`src/rtl/buff_arbiter.sv`:
```
// Round-robin arbiter steering one of N requesters' data onto a shared buffer output x.
// Grant is registered (visible one edge after req); x follows the granted din combinationally; a holder is forced off after MAX_HOLD cycles only while others wait.
module buff_arbiter #(
   parameter int N        = 4,
   parameter int DATA_W   = 1,
   parameter int MAX_HOLD = 8
) (
   input  logic                clk,
   input  logic                rst_n,
   input  logic [N-1:0]        req,
   input  logic [N*DATA_W-1:0] din,
   output logic [N-1:0]        gnt,
   output logic [DATA_W-1:0]   x,
   output logic                x_valid,
   output logic                busy
);
   localparam int PW = (N > 1) ? $clog2(N) : 1;
   localparam int HW = $clog2(MAX_HOLD + 1);
   localparam logic [HW-1:0] HOLD_MAX = HW'(MAX_HOLD);
   localparam logic [HW-1:0] HOLD_ONE = HW'(1);

   typedef enum logic {IDLE = 1'b0, GRANT = 1'b1} state_t;

   state_t          state_q, state_d;
   logic [PW-1:0]   ptr_q, ptr_d;
   logic [HW-1:0]   hold_cnt_q, hold_cnt_d;
   logic [N-1:0]    gnt_q, gnt_d;

   logic [PW-1:0]   g_idx;
   logic [PW-1:0]   ptr_rel;
   logic [N-1:0]    others;
   logic [N-1:0]    pick;
   logic            release_g;

   // First set bit of r scanning p, p+1, ... modulo N.
   function automatic logic [N-1:0] rr_pick(input logic [N-1:0] r, input logic [PW-1:0] p);
      logic [N-1:0] o;
      logic         found;
      int           idx;
      o     = '0;
      found = 1'b0;
      for (int k = 0; k < N; k++) begin
         idx = (int'(p) + k) % N;
         if (!found && r[idx]) begin
            o[idx] = 1'b1;
            found  = 1'b1;
         end
      end
      return o;
   endfunction

   function automatic logic [PW-1:0] oh_index(input logic [N-1:0] oh);
      logic [PW-1:0] idx;
      idx = '0;
      for (int i = 0; i < N; i++) begin
         if (oh[i]) idx = PW'(i);
      end
      return idx;
   endfunction

   always_ff @(posedge clk or negedge rst_n) begin
      if (!rst_n) begin
         state_q    <= IDLE;
         ptr_q      <= '0;
         hold_cnt_q <= '0;
         gnt_q      <= '0;
      end else begin
         state_q    <= state_d;
         ptr_q      <= ptr_d;
         hold_cnt_q <= hold_cnt_d;
         gnt_q      <= gnt_d;
      end
   end

   always_comb begin
      state_d    = state_q;
      ptr_d      = ptr_q;
      hold_cnt_d = hold_cnt_q;
      gnt_d      = gnt_q;
      pick       = '0;
      g_idx      = oh_index(gnt_q);
      others     = req & ~gnt_q;
      ptr_rel    = PW'((int'(g_idx) + 1) % N);
      // An expired hold only yields when someone else is actually waiting.
      release_g  = (~|(req & gnt_q)) || ((hold_cnt_q == HOLD_MAX) && (|others));
      case (state_q)
         IDLE: begin
            pick = rr_pick(req, ptr_q);
            gnt_d = pick;
            if (|pick) begin
               state_d    = GRANT;
               hold_cnt_d = HOLD_ONE;
            end
         end
         GRANT: begin
            if (release_g) begin
               ptr_d = ptr_rel;
               pick  = rr_pick(others, ptr_rel);
               gnt_d = pick;
               if (|pick) begin
                  hold_cnt_d = HOLD_ONE;
               end else begin
                  state_d    = IDLE;
                  hold_cnt_d = '0;
               end
            end else if (hold_cnt_q != HOLD_MAX) begin
               hold_cnt_d = hold_cnt_q + HOLD_ONE;
            end
         end
         default: begin
            state_d = IDLE;
            gnt_d   = '0;
         end
      endcase
   end

   always_comb begin
      x = '0;
      for (int i = 0; i < N; i++) begin
         if (gnt_q[i]) x = x | din[i*DATA_W +: DATA_W];
      end
      gnt     = gnt_q;
      x_valid = |gnt_q;
      busy    = (state_q == GRANT);
   end

endmodule

```
`config.mk`:
```
export PLATFORM = sky130hd
export DESIGN_NAME = buff_arbiter
export DESIGN_NICKNAME = d
export VERILOG_FILES = /design/src/rtl/buff_arbiter.sv
export SDC_FILE = /design/constraint.sdc
export NUM_CORES = 1
export LEC_CHECK = 0
export CAP_MARGIN = 20
export CORE_MARGIN = 5
export CORE_UTILIZATION = 50
export CTS_CLUSTER_DIAMETER = 150
export DETAILED_ROUTE_END_ITERATION = 6
export PLACE_DENSITY = 0.73
export SYNTH_ARGS = -nofsm -noshare
export SYNTH_HDL_FRONTEND = slang
export SYNTH_SLANG_ARGS = --single-unit
```
`constraint.sdc`:
```
create_clock -name clk -period 2.6 [get_ports clk]
set_input_delay 0.78 -clock clk [delete_from_list [all_inputs] [get_ports clk]]
set_output_delay 0.78 -clock clk [all_outputs]
set_load 0.01 [all_outputs]
```
==> results of run 1 <==
## final cells by class
type | instances | area (sq um) | share of cell area, %
Clock buffer | 4 | 26.3 | 1.38
Multi-Input combinational cell | 114 | 1040 | 54.7
Tap cell | 30 | 37.5 | 1.98
Inverter | 10 | 40.0 | 2.11
Timing Repair Buffer | 60 | 479 | 25.2
Sequential cell | 11 | 277 | 14.6
## state kept, by name, indices dropped and copies added (netlist names)
register    cells
gnt             4
hold_cnt_q      4
ptr_q           2
busy            1
## what timing repair did
action                     CTS  global route
setup buffers                1             7
pin swaps                    2            11
setup endpoints to repair    9             4
resized for setup           23            18
## worst max-delay path: cells and delay by family
| kind | cells | cell delay, ps |
|---|---|---|
| buf+inv | 4 | 580 |
| mux | 1 | 560 |
| compound gates | 3 | 400 |
| simple gates | 2 | 360 |
## metal layers
metal | vias up | wire [microns] | global-route usage (%)
met1 | 655 | 1590 | 27.5
met3 | 6 | 137 | 3.62
met2 | 31 | 2010 | 39.1
li1 | 643 | - | -
met5 | - | 0 | 0
met4 | 0 | 65 | 6.19
## stage by stage
| step | instance area, sq um | setup TNS (ps) |
|---|---|---|
| 2_1_floorplan | 1300 | 0 |
| 3_5_place_dp | 1740 | -4060 |
| 4_1_cts | 1830 | -9.21 |
| 5_1_grt | 1900 | -50.9 |
| 6_report | 1900 | 0 |
| 3_3_place_gp | 1740 | -3470 |
## power breakdown
group	switching [mW]	total (mW)	internal (mW)
sequential	0.0876	0.340	0.252
clock	0.0583	0.118	0.0595
combinational	1.17	2.44	1.27
total	1.31	2.90	1.58
## Yosys cell counts (4+ instances only)
| cell type | n |
|---|---|
| o21ai_0 | 9 |
| ha_1 | 13 |
| dfrtp_1 | 11 |
| nand2_1 | 14 |
| a21oi_1 | 5 |
| nor2_1 | 10 |
| a22oi_1 | 4 |
| inv_1 | 9 |
| mux2i_1 | 6 |
| nand2b_1 | 5 |
## cells by family after synthesis
group,after synthesis,share of synthesized area (%)
buf+inv,16,6.12
flops,11,21.4
mux,12,14.0
fa+ha+maj,13,12.6
simple gates,48,21.9
compound gates,41,24.0
## final timing paths
path                                                   to                      start
worst max-delay path            hold_cnt_q[2]$_DFFE_PN0P_                     req[2]
worst min-delay path            hold_cnt_q[3]$_DFFE_PN0P_  hold_cnt_q[3]$_DFFE_PN0P_
worst max register to register  hold_cnt_q[2]$_DFFE_PN0P_       ptr_q[1]$_DFFE_PN0P_
worst min register to register  hold_cnt_q[3]$_DFFE_PN0P_  hold_cnt_q[3]$_DFFE_PN0P_
max in group asynchronous              gnt[2]$_DFFE_PN0P_                      rst_n
min in group asynchronous       hold_cnt_q[2]$_DFFE_PN0P_                      rst_n
## cell usage in the layout (no fill, tap or decap), types with 2 or more instances in the layout
cell type        netlist  layout
clkdlybuf4s50_1        0      10
and3_1                 2       2
o21ai_0                9       8
or3_1                  2       2
inv_2                  1       3
ha_4                   0       2
nand2_1               14      14
inv_1                  9       6
dfrtp_1               11      10
buf_2                  3       3
mux4_2                 2       3
buf_4                  0      41
nor2_4                 0       2
ha_1                  13      11
mux2i_1                6       6
buf_6                  2       3
nand2b_1               5       5
clkbuf_4               0       3
a22o_1                 3       2
nand3b_1               3       3
dlygate4sd2_1          0       2
a22oi_1                4       4
a21oi_1                5       5
a22o_2                 1       2
a221oi_4               0       2
nor2_1                10       8
o31ai_1                2       2
nor2b_1                3       2
==> results by group, run 1 <==
Worst setup path
  – R2r setup slk: 70 ps
  – Crit. End Element: flip-flop
  – Worst-path maximum fanout: 6
  – Crit path required time: 2770 ps
  – Slowest library cell on the worst path: mux4_2
  – Delay of the slowest critical-path stage: 560 ps
  – Crit start category: input port
  – Critical path arrival: 2690 ps
  – CP Cell Sequence: buf_2 -> mux4_2 -> buf_4 -> nor3b_4 -> a221oi_1 -> buf_4 -> nand4_4 -> buf_6 -> o21ai_0 -> a22o_1
  – Cell mode on critical path: buf_4
  – Crit path kind: input port to flip-flop
  – Number of cells on the worst reg-to-reg path: 12

STA
  – Fin worst setup slack: 72.1 ps
  – Final Hold Violating Endpoints: 0
  – Min cycle time layout: 2530 ps
  – Setup Skew: 5.22 ps
  – Final Max Tran Viols: 0
  – Final Setup Violations: 0
  – Max frequency: approximately 0.40 GHz
  – Worst-Margin Slew: 507 ps
  – WHS: 539 ps
  – Slew Limit Headroom: 66.1%
  – Period utilization: a little over nine tenths

Yosys
  – FF+latch count, synth: 11
  – Synth area leader: dfrtp_1
  – Synth area leaders: dfrtp_1, ha_1, mux2i_1, mux4_1, nand2_1
  – Register area share after synthesis: 21.4%
  – Post-Syn Area: approximately 1300 sq um
  – Yosys top cell area share: a little over a fifth
  – Synth cell types: 48
  – Synth Flop Type: dfrtp_1
  – Yosys warns: 0
  – Mean Syn Cell Area: approximately 9 sq um
  – Async set-or-reset flop fraction in the synthesized netlist: 100%
  – Number of synthesized flops with an enable pin: 0
  – Syn Nets: roughly 160
  – Syn Inst Count: 141

Route
  – Final antenna-violating net count: 0
  – Vias post-DR: ~1300
  – Starting DRC count in detailed routing: 91
  – Post-DR wirelength/cell: 16.6 microns
  – Final WL: 3.80 mm
  – DRC viols: 0
  – First-pass DRT Iterations: 4
  – Vias per inst: 5.83

Power
  – Power consumption: 2.90 mW
  – Peak supply drop: 1.34 mV
  – Leakage: 0.888 nW
  – PwrDens: 1520 nW/um^2

Finish
  – Non-filler instance count after layout: between 200 and 250
  – Diode count: 0
  – Layout Nets: 223
  – Finished Core Util: 76.7%
  – Fillers: 170
  – Share of post-route cells with drive strength above 1: about two fifths
  – Synthesis-to-finish area growth: 47.5%

GRT
  – GRT overflow: 0
  – First-pass GRT wire length: slightly above 6 mm
  – Initial antenna violation count: 0
  – Maximum number of pins on one net before global-route repair: 13
  – Vias in the first global route: 1336
  – Gr usage total: between 20% and 30%

CTS
  – Root Driver: clkbuf_4
  – Clock Path Buffers: 2
  – Num CTS Buffers: 3
  – Cts hold-fix bufs: 0
  – Clk slew on worst S/H paths: 70 ps
  – Worst-skew pair later-pin latency: 270 ps
  – Sink Count: 11
  – H-tree Lvls: 1
  – CTS tree: built

Floorplanning
  – Die Y: 60.7 microns
  – Initial Util: 52.0%
  – Die X: 60.7 microns
  – Core Region: 2480 sq um
  – Cell Rows: 18
  – Die area: 3690 sq um
  – Ports: 17

Placement
  – PortBufs: 16
  – Placement Setup Slack: -631 ps
  – Post-DP HPWL: approximately 2.9 mm
  – Placed cell count: between 200 and 250
  – Routability cong.: roughly 0.84

Job
  – Max_cap viols: 0

Status
  – Outcome: finished clean

Worst hold path
  – Hold path depth: 1
  – Hold crit path type: flip-flop to flip-flop
Power figures use the tool's default switching activity.
==> inputs of run 2 (changes only) <==
--- a/config.mk
+++ b/config.mk
@@ -10,4 +10,5 @@
 export CORE_UTILIZATION = 50
 export CTS_CLUSTER_DIAMETER = 150
+export CTS_CLUSTER_SIZE = 30
 export DETAILED_ROUTE_END_ITERATION = 6
 export PLACE_DENSITY = 0.73
==> constraint.sdc (replaced) <==
create_clock -name clk -period 2.6 [get_ports clk]
set_input_delay 0.52 -clock clk [delete_from_list [all_inputs] [get_ports clk]]
set_output_delay 0.52 -clock clk [all_outputs]
set_load 0.01 [all_outputs]
==> run 2 against run 1 <==
Wire length shrank 1.0%. Core utilization grew 0.50 points. Largest power group unchanged. Via count increased by 0.22%. Clock power about the same. Register-to-register slack worse by 20 ps. Non-clock buffer count is 1 lower. Sequential power hardly changed. Cell count down 0.44%. Sequential cell count is the same. Clock skew fell by 0.97 ps.
==> results by group, run 2 (same netlist as run 1, synthesis figures left out) <==
Placement
  – Placed cell count: 218 (unchanged)
  – Placement Setup Slack: -393 ps (was -631 ps)
  – Routability cong.: 0.924 (was 0.843)
  – PortBufs: 16 (unchanged)
  – Post-DP HPWL: 2.84 mm (was 2.87 mm)

Floorplanning
  – Cell Rows: 18 (unchanged)
  – Ports: 17 (unchanged)
  – Initial Util: 52.0% (unchanged)
  – Die Y: 60.7 microns (unchanged)
  – Die X: 60.7 microns (unchanged)
  – Core Region: 2480 sq um (unchanged)
  – Die area: 3690 sq um (unchanged)

GRT
  – Gr usage total: 21.4% (was 22.1%)
  – First-pass GRT wire length: 5.86 mm (was 6.07 mm)
  – Vias in the first global route: 1276 (was 1336)
  – Initial antenna violation count: 0 (unchanged)
  – Maximum number of pins on one net before global-route repair: 13 (unchanged)
  – GRT overflow: 0 (unchanged)

STA
  – Max frequency: 0.392 GHz (was 0.396 GHz)
  – Final Setup Violations: 0 (unchanged)
  – Final Hold Violating Endpoints: 0 (unchanged)
  – Slew Limit Headroom: 66.6% (was 66.1%)
  – Final Max Tran Viols: 0 (unchanged)
  – Fin worst setup slack: 51.5 ps (was 72.1 ps)
  – Setup Skew: 4.25 ps (was 5.22 ps)
  – Min cycle time layout: 2550 ps (was 2530 ps)
  – Period utilization: 98.0% (was 97.2%)
  – Worst-Margin Slew: 499 ps (was 507 ps)

CTS
  – Sink Count: 11 (unchanged)
  – Num CTS Buffers: 3 (unchanged)
  – CTS tree: built (unchanged)
  – H-tree Lvls: 1 (unchanged)
  – Clk slew on worst S/H paths: 70 ps (about the same)
  – Worst-skew pair later-pin latency: 270 ps (about the same)
  – Cts hold-fix bufs: 0 (unchanged)
  – Root Driver: clkbuf_4 (unchanged)
  – Clock Path Buffers: 2 (unchanged)

Worst setup path
  – Crit path kind: flip-flop to flip-flop (was input port to flip-flop)
  – Slowest library cell on the worst path: dfrtp_2 (was mux4_2)
  – CP top delay family: compound AO/OA/AOI/OAI gates (was buffers and inverters)
  – WP buf/inv: 1 (was 4)
  – Delay of the slowest critical-path stage: 450 ps (was 560 ps)
  – Crit start category: flip-flop (was input port)
  – Worst-path maximum fanout: 8 (was 6)
  – Crit path required time: 2770 ps (about the same)
  – CP Cell Sequence: or2_4 -> ha_4 -> buf_4 -> nor2_2 -> a22o_2 -> o31ai_2 -> o22a_1 -> o41a_1 -> a22o_1 (was buf_2 -> mux4_2 -> buf_4 -> nor3b_4 -> a221oi_1 -> buf_4 -> nand4_4 -> buf_6 -> o21ai_0 -> a22o_1)
  – Crit. End Element: flip-flop (unchanged)
  – Critical path arrival: 2720 ps (was 2690 ps)

Power
  – PwrDens: 1550 nW/um^2 (was 1520 nW/um^2)
  – Peak supply drop: 1.29 mV (was 1.34 mV)
  – Part of the power in combinational logic: 84.4% (was 84.2%)
  – Design internal power: 1.63 mW (was 1.58 mW)
  – Power consumption: 2.96 mW (was 2.90 mW)
  – Sequential share of power: 11.5% (was 11.7%)
  – Clk pwr share: 4.0% (was 4.1%)
  – Leakage: 0.889 nW (was 0.888 nW)
  – Sw Share: 44.9% (was 45.3%)
  – Switching pwr: 1.33 mW (was 1.31 mW)

Route
  – First-pass DRT Iterations: 4 (unchanged)
  – DRC viols: 0 (unchanged)
  – Starting DRC count in detailed routing: 48 (was 91)
  – Vias post-DR: 1338 (was 1335)
  – Post-DR wirelength/cell: 16.5 microns (was 16.6 microns)
  – Final WL: 3.76 mm (was 3.80 mm)
  – Vias per inst: 5.87 (was 5.83)
  – Final antenna-violating net count: 0 (unchanged)

Job
  – Max_cap viols: 0 (unchanged)

Finish
  – Layout Nets: 222 (was 223)
  – Diode count: 0 (unchanged)
  – Share of post-route cells with drive strength above 1: 39.4% (was 39.7%)
  – Sequential cell area: 277 sq um (unchanged)
  – Most frequent cells in the layout: buf_4, nand2_1, clkdlybuf4s50_1 (was buf_4, nand2_1, ha_1)
  – Fillers: 183 (was 170)
  – Commonest non-fill, non-tap cell in the layout: buf_4 (unchanged)
  – Synthesis-to-finish area growth: 48.5% (was 47.5%)
  – Non-filler instance count after layout: 228 (was 229)
  – Footprint of the multi-input gates: 1050 sq um (was 1040 sq um)
  – Finished Core Util: 77.2% (was 76.7%)

Status
  – Outcome: finished clean (unchanged)

Worst hold path
  – Hold crit path type: flip-flop to flip-flop (unchanged)
## run 2: final cells by class
class                      count  share of cell area (%)
multi-input combinational    114                    54.7
timing repair buffer          59                    25.4
sequential                    11                    14.5
inverter                      10                    2.09
tap                           30                    1.96
clock buffer                   4                    1.37
## run 2: worst reg2reg max path, stage by stage (launching register included)
cell and delay (ps):
dfrtp_2 450, or2_4 280, ha_4 250, buf_4 150, nor2_2 100, a22o_2 260, o31ai_2 100, o22a_1 220
o41a_1 440, a22o_1 200
## run 2: power by group through the flow
stage | clock [mW] | combinational (mW) | sequential [mW]
floorplan | 0 | 1.26 | 0.348
global placement | 0 | 1.99 | 0.329
detailed placement | 0 | 2.05 | 0.336
CTS | 0.123 | 2.10 | 0.333
global route | 0.132 | 2.70 | 0.355
finish | 0.119 | 2.50 | 0.342
## run 2: stage by stage
| stage | area, sq um | hold WS [ps] | TNS, ps |
|---|---|---|---|
| 3_3_place_gp | 1740 | 513 | -1180 |
| 3_5_place_dp | 1740 | 536 | -1590 |
| 6_report | 1910 | 549 | 0 |
| 5_1_grt | 1910 | 595 | -34.1 |
| 2_1_floorplan | 1300 | 224 | 0 |
| 4_1_cts | 1780 | 554 | 0 |
## run 2: worst paths after layout
check	from	end	slack (ps)	cells after the start
min reg2reg	hold_cnt_q[3]$_DFFE_PN0P_	hold_cnt_q[3]$_DFFE_PN0P_	550	1
max	gnt[2]$_DFFE_PN0P_	hold_cnt_q[0]$_DFFE_PN0P_	50	9
max reg2reg	gnt[2]$_DFFE_PN0P_	hold_cnt_q[0]$_DFFE_PN0P_	50	9
max in group asynchronous	rst_n	gnt[2]$_DFFE_PN0P_	1660	1
min	hold_cnt_q[3]$_DFFE_PN0P_	hold_cnt_q[3]$_DFFE_PN0P_	550	1
min in group asynchronous	rst_n	hold_cnt_q[2]$_DFFE_PN0P_	580	1
## run 2: timing repair
item | in CTS | in global routing
endpoints found under the hold margin | 0 | 0
buffers inserted | 1 | 6
pin swaps | 0 | 11
resized for setup | 7 | 22
setup endpoints to repair | 4 | 4
## run 2: metal layers
layer | global-route usage, % | share of wire [%]
met1 | 28.6 | 43
met2 | 34.2 | 51
met3 | 4.68 | 4.3
met4 | 7.74 | 2.1
met5 | 0 | 0
==> inputs of run 3 (changes only) <==
CAP_MARGIN = default   (was 20)
SLEW_MARGIN = 20   (was default)
==> results of run 3 <==
The final DEF is identical to that of run 2; final timing and power are the same.
